===== config.mk =====
export PLATFORM = sky130hd
export DESIGN_NAME = tpu_tile_sequencer
export DESIGN_NICKNAME = d
export VERILOG_FILES = /design/src/rtl/tpu_tile_sequencer.sv
export SDC_FILE = /design/constraint.sdc
export NUM_CORES = 1
export LEC_CHECK = 0
export CORE_ASPECT_RATIO = 1.5
export CORE_MARGIN = 2
export CORE_UTILIZATION = 45
export CTS_CLUSTER_SIZE = 8
export DETAILED_ROUTE_END_ITERATION = 8
export PLACE_DENSITY_LB_ADDON = 0.2
export SYNTH_ARGS = -nofsm -noshare
export SYNTH_HDL_FRONTEND = slang
export SYNTH_SLANG_ARGS = --single-unit

===== constraint.sdc =====
create_clock -name clk -period 5.1 [get_ports clk]
set_clock_uncertainty 0.2 [all_clocks]
set_input_delay 0.765 -clock clk [delete_from_list [all_inputs] [get_ports clk]]
set_output_delay 0.765 -clock clk [all_outputs]
set_load 0.1 [all_outputs]

===== src/rtl/tpu_tile_sequencer.sv =====
// Run controller for the TPU datapath: per tile it reloads a weight set, streams
// activation rows, waits out the array pipeline, then writes the result rows.
module tpu_tile_sequencer #(
    parameter int ADDRESSSIZE = 10,
    parameter int MATRIX_SIZE = 32,
    parameter int RESULT_LAT  = 66,
    parameter int WADDR_BW    = 2
) (
    input  logic                   clk,
    input  logic                   rst,
    input  logic                   start,
    input  logic [3:0]             num_tiles,
    input  logic [ADDRESSSIZE-1:0] ub_base,
    input  logic [ADDRESSSIZE-1:0] res_base,
    input  logic [WADDR_BW-1:0]    w_base,
    output logic                   busy,
    output logic                   done,
    output logic [WADDR_BW-1:0]    w_addr,
    output logic                   we_rl,
    output logic                   ub_rd_en,
    output logic [ADDRESSSIZE-1:0] ub_addr,
    output logic                   res_we,
    output logic [ADDRESSSIZE-1:0] res_addr
);

    typedef enum logic [2:0] {
        IDLE,
        LOAD_W,
        STREAM,
        DRAIN,
        WRITE,
        DONE
    } state_t;

    localparam logic [7:0] ROWS_LAST  = 8'(MATRIX_SIZE - 1);
    localparam logic [7:0] DRAIN_LAST = 8'(RESULT_LAT - 1);

    state_t                 state_q, state_d;
    logic [7:0]             cnt_q, cnt_d;
    logic [3:0]             tile_q, tile_d;
    logic [3:0]             ntiles_q, ntiles_d;
    logic [ADDRESSSIZE-1:0] ub_base_q, ub_base_d;
    logic [ADDRESSSIZE-1:0] res_base_q, res_base_d;
    logic [WADDR_BW-1:0]    w_base_q, w_base_d;
    logic [3:0]             tile_inc;

    logic                   busy_q, busy_d;
    logic                   done_q, done_d;
    logic                   we_rl_q, we_rl_d;
    logic                   ub_rd_en_q, ub_rd_en_d;
    logic                   res_we_q, res_we_d;
    logic [WADDR_BW-1:0]    w_addr_q, w_addr_d;
    logic [ADDRESSSIZE-1:0] ub_addr_q, ub_addr_d;
    logic [ADDRESSSIZE-1:0] res_addr_q, res_addr_d;
    logic [ADDRESSSIZE-1:0] row_off;

    assign tile_inc = tile_q + 4'd1;

    always_comb begin
        state_d    = state_q;
        cnt_d      = cnt_q;
        tile_d     = tile_q;
        ntiles_d   = ntiles_q;
        ub_base_d  = ub_base_q;
        res_base_d = res_base_q;
        w_base_d   = w_base_q;

        case (state_q)
            IDLE: begin
                if (start) begin
                    ntiles_d   = num_tiles;
                    ub_base_d  = ub_base;
                    res_base_d = res_base;
                    w_base_d   = w_base;
                    tile_d     = 4'd0;
                    cnt_d      = 8'd0;
                    state_d    = (num_tiles != 4'd0) ? LOAD_W : DONE;
                end
            end
            LOAD_W: begin
                if (cnt_q == 8'd1) begin
                    cnt_d   = 8'd0;
                    state_d = STREAM;
                end else begin
                    cnt_d = cnt_q + 8'd1;
                end
            end
            STREAM: begin
                if (cnt_q == ROWS_LAST) begin
                    cnt_d   = 8'd0;
                    state_d = DRAIN;
                end else begin
                    cnt_d = cnt_q + 8'd1;
                end
            end
            DRAIN: begin
                if (cnt_q == DRAIN_LAST) begin
                    cnt_d   = 8'd0;
                    state_d = WRITE;
                end else begin
                    cnt_d = cnt_q + 8'd1;
                end
            end
            WRITE: begin
                if (cnt_q == ROWS_LAST) begin
                    cnt_d   = 8'd0;
                    tile_d  = tile_inc;
                    state_d = (tile_inc < ntiles_q) ? LOAD_W : DONE;
                end else begin
                    cnt_d = cnt_q + 8'd1;
                end
            end
            DONE:    state_d = IDLE;
            default: state_d = IDLE;
        endcase

        // Outputs are decoded from the next state so they register in step with it.
        row_off    = ADDRESSSIZE'(32'(tile_d) * 32'(MATRIX_SIZE)) + ADDRESSSIZE'(cnt_d);
        busy_d     = (state_d != IDLE);
        done_d     = (state_d == DONE);
        we_rl_d    = (state_d == LOAD_W) && (cnt_d == 8'd1);
        ub_rd_en_d = (state_d == STREAM);
        res_we_d   = (state_d == WRITE);
        w_addr_d   = (state_d == LOAD_W) ? (w_base_d + WADDR_BW'(tile_d)) : w_addr_q;
        ub_addr_d  = (state_d == STREAM) ? (ub_base_d + row_off) : ub_addr_q;
        res_addr_d = (state_d == WRITE) ? (res_base_d + row_off) : res_addr_q;
    end

    always_ff @(posedge clk) begin
        if (rst) begin
            state_q    <= IDLE;
            cnt_q      <= 8'd0;
            tile_q     <= 4'd0;
            ntiles_q   <= 4'd0;
            ub_base_q  <= '0;
            res_base_q <= '0;
            w_base_q   <= '0;
            busy_q     <= 1'b0;
            done_q     <= 1'b0;
            we_rl_q    <= 1'b0;
            ub_rd_en_q <= 1'b0;
            res_we_q   <= 1'b0;
            w_addr_q   <= '0;
            ub_addr_q  <= '0;
            res_addr_q <= '0;
        end else begin
            state_q    <= state_d;
            cnt_q      <= cnt_d;
            tile_q     <= tile_d;
            ntiles_q   <= ntiles_d;
            ub_base_q  <= ub_base_d;
            res_base_q <= res_base_d;
            w_base_q   <= w_base_d;
            busy_q     <= busy_d;
            done_q     <= done_d;
            we_rl_q    <= we_rl_d;
            ub_rd_en_q <= ub_rd_en_d;
            res_we_q   <= res_we_d;
            w_addr_q   <= w_addr_d;
            ub_addr_q  <= ub_addr_d;
            res_addr_q <= res_addr_d;
        end
    end

    assign busy     = busy_q;
    assign done     = done_q;
    assign we_rl    = we_rl_q;
    assign ub_rd_en = ub_rd_en_q;
    assign res_we   = res_we_q;
    assign w_addr   = w_addr_q;
    assign ub_addr  = ub_addr_q;
    assign res_addr = res_addr_q;

endmodule


==> metrics <==
clk_lat worst skew=0.33 ns; worst-path cell chain=clkdlybuf4s50_1 -> nor3_2 -> a21oi_1 -> o21ai_0 -> a21boi_0 -> inv_1 -> ha_1 -> a21o_1 -> a21oi_1 -> xor2_1 -> ha_1 -> a21o_1 -> a31oi_1 -> xnor2_1 -> a21o_1; WL/cell=16.0 um; Power Total=1.64 mW; Pwr Density=334 mW/mm^2; largest net degree at the start of global routing=66; drt pass-1 iters=4; Starting Density=0.465; Tot GR Track Use=0.215; clk slew on worst S/H paths=0.05 ns; synthesized area=0.00391 mm^2; initial antenna violation count=0; Worst Setup Path Type=primary input to register; Iteration-0 DRC Markers=131; CTS Buffer Depth=2; Detailed Place HPWL=6970 um; Crit path arrival time=4.37 ns; vias in the first global route=3265; Leakage Power=2.07 nW; synthesized area per cell=9.18 um^2; cell taking the most area after synthesis=dfxtp_1; Top Family by Delay on Critical Path=compound AO/OA/AOI/OAI gates; max-slew violation count=0; fin util=0.584; share of the yosys chip area belonging to registers=0.348; dpl ws=0.429 ns; Ys Warns=0; Area Growth Syn to Fin=25.7%; Synth cell types=60; RSZ-0062 raised after global routing=no; Core Area=0.00841 mm^2; Synth area leaders=dfxtp_1 35%, ha_1 9.0%, mux2_2 5.5%; Worst path most repeated cell=a21o_1; Synth Instances=426; Slowest-stage cell, CP=clkdlybuf4s50_1; Routed WL=9460 um; post-cts resize count=0; Post-synth EDFFs=0; Worst slew margin=0.283; grt total ovfl=0; Bufs and invs on worst path=2; Slew @ Worst Pin=1.07 ns; Die W=80.1 um; Area after DPL=0.00456 mm^2; TritonCTS clock tree=built; Peak supply drop=0.000243 V; share of cells above drive strength 1=0.120; final worst path period need=4.35 ns; HP Class=register to register; Mapped Nets=486; first-pass GRT wire length=16000 um; fmax=230 MHz; status=finished, final reports clean; Final ANT Viol Nets=0; final hold viol count=0; WP data required=5.12 ns; nature of the critical path endpoint=register; clk sinks=68; # IOs=56; via count=3158; part of the cycle the worst path needs=0.853; # setup viols final=0; H-Tree Depth=3; DR vias/cell=5.35; Seq cells post-synth=68; Synth top area share=0.348; Die ar.=0.00946 mm^2; CTS Hold Bufs=0; Rows=41; ys async rst share=0; r2r setup slk=0.79 ns; Fin Setup TNS=0 ns; DRC Markers=0; worst setup margin=0.749 ns; Final Cell Area=0.00491 mm^2; routability cong.=0.840; MaxCap Viol Count=0; Synth Flop Type=dfxtp_1; Inserted Clock Buffers=9; antenna cells=0; CTS root buffer=clkbuf_16; nets=538; critical path startpoint category=primary input; CP peak stage delay=0.58 ns; Port-buffer cells=55; Post-CTS Setup Repair Bufs=0; die height=118 um; CP max FO=5
cells by family (layout without fill, tap and decap cells):
family	after synthesis	in the layout	share of synthesized area
flip-flops	68	68	0.348
XOR/XNOR	26	26	0.0583
AND/OR/NAND/NOR	139	139	0.197
AO/OA/AOI/OAI	88	88	0.153
adder cells (fa/ha/maj)	31	31	0.105
multiplexers	35	35	0.0967
buffers and inverters	39	96	0.0416
worst min-delay path, stage by stage (launching register included):
cell	delay, ns
dfxtp_1	0.30
o21ai_0	0.06
a21oi_1	0.06
layout by cell type, fill, tap and decap left out, types with 5 or more instances in the layout:
cell type and n:
a211oi_1 5, a21o_1 8, a21oi_1 28, and3_1 8, buf_4 5, clkbuf_16 9
clkdlybuf4s50_1 54, dfxtp_1 68, ha_1 28, inv_1 19, mux2_2 19, mux2i_1 15
nand2_1 13, nand3_1 8, nor2_1 52, nor2b_1 29, nor3_1 7, o21ai_0 18
xnor2_1 24
final timing paths:
| kind | startpoint | endpoint | depth (start not counted) |
|---|---|---|---|
| min | ub_addr[0] | ub_addr[0] | 2 |
| min reg2reg | ub_addr[0] | ub_addr[0] | 2 |
| max reg2reg | cnt_q[0] | res_addr[9] | 16 |
| max | start | res_addr[9] | 15 |
Yosys cell counts (2+ instances only):
cell type and instances:
dfxtp_1 68, nor2_1 52, nor2b_1 29, a21oi_1 28, ha_1 28, xnor2_1 24
inv_1 19, mux2_2 19, o21ai_0 18, mux2i_1 15, nand2_1 13, clkbuf_1 11
a21o_1 8, and3_1 8, nand3_1 8, buf_2 7, nor3_1 7, a211oi_1 5
a31oi_1 3, fa_1 3, nor3b_1 3, o31a_1 3, a221o_1 2, a22oi_1 2
nor4_1 2, nor4b_2 2, o21a_1 2, o21bai_1 2, o41ai_1 2, or3_1 2
xor2_1 2
area by class of cell:
type                            count  area, um^2
Fill cell                         769        3500
Multi-Input combinational cell    319        2390
Sequential cell                    68        1360
Timing Repair Buffer               61         603
Clock buffer                       12         256
Tap cell                          107         134
Clock inverter                      4        95.1
Inverter                           19        71.3
power by group:
group          switching [mW]  total, mW  internal (mW)
clock network           0.221      0.725          0.503
registers              0.0184      0.578          0.560
logic                   0.203      0.339          0.136
sequential cells by signal, summed over array words and instances, names as in the netlist:
signal      count
res_addr       10
w_addr          2
we_rl           1
ntiles_q        4
ub_addr        10
done            1
state_q         3
res_we          1
w_base_q        2
busy            1
tile_q          4
ub_base_q      10
ub_rd_en        1
cnt_q           8
res_base_q     10
per-layer routing:
layer	vias up	wire length [um]	part of all wire	GRT usage
met5	-	0	0	0
met4	0	174	0.018	0.0742
met3	14	250	0.026	0.0397
met2	53	5010	0.53	0.374
met1	1487	4030	0.43	0.259
li1	1604	-	-	-
through the flow:
step	hold WS, ns	cells
floorplan	0.260	426
global placement	0.264	574
detailed placement	0.266	574
CTS	0.274	590
global route	0.287	590
finish	0.277	590
No activity file was read; power rests on OpenSTA's default activity.
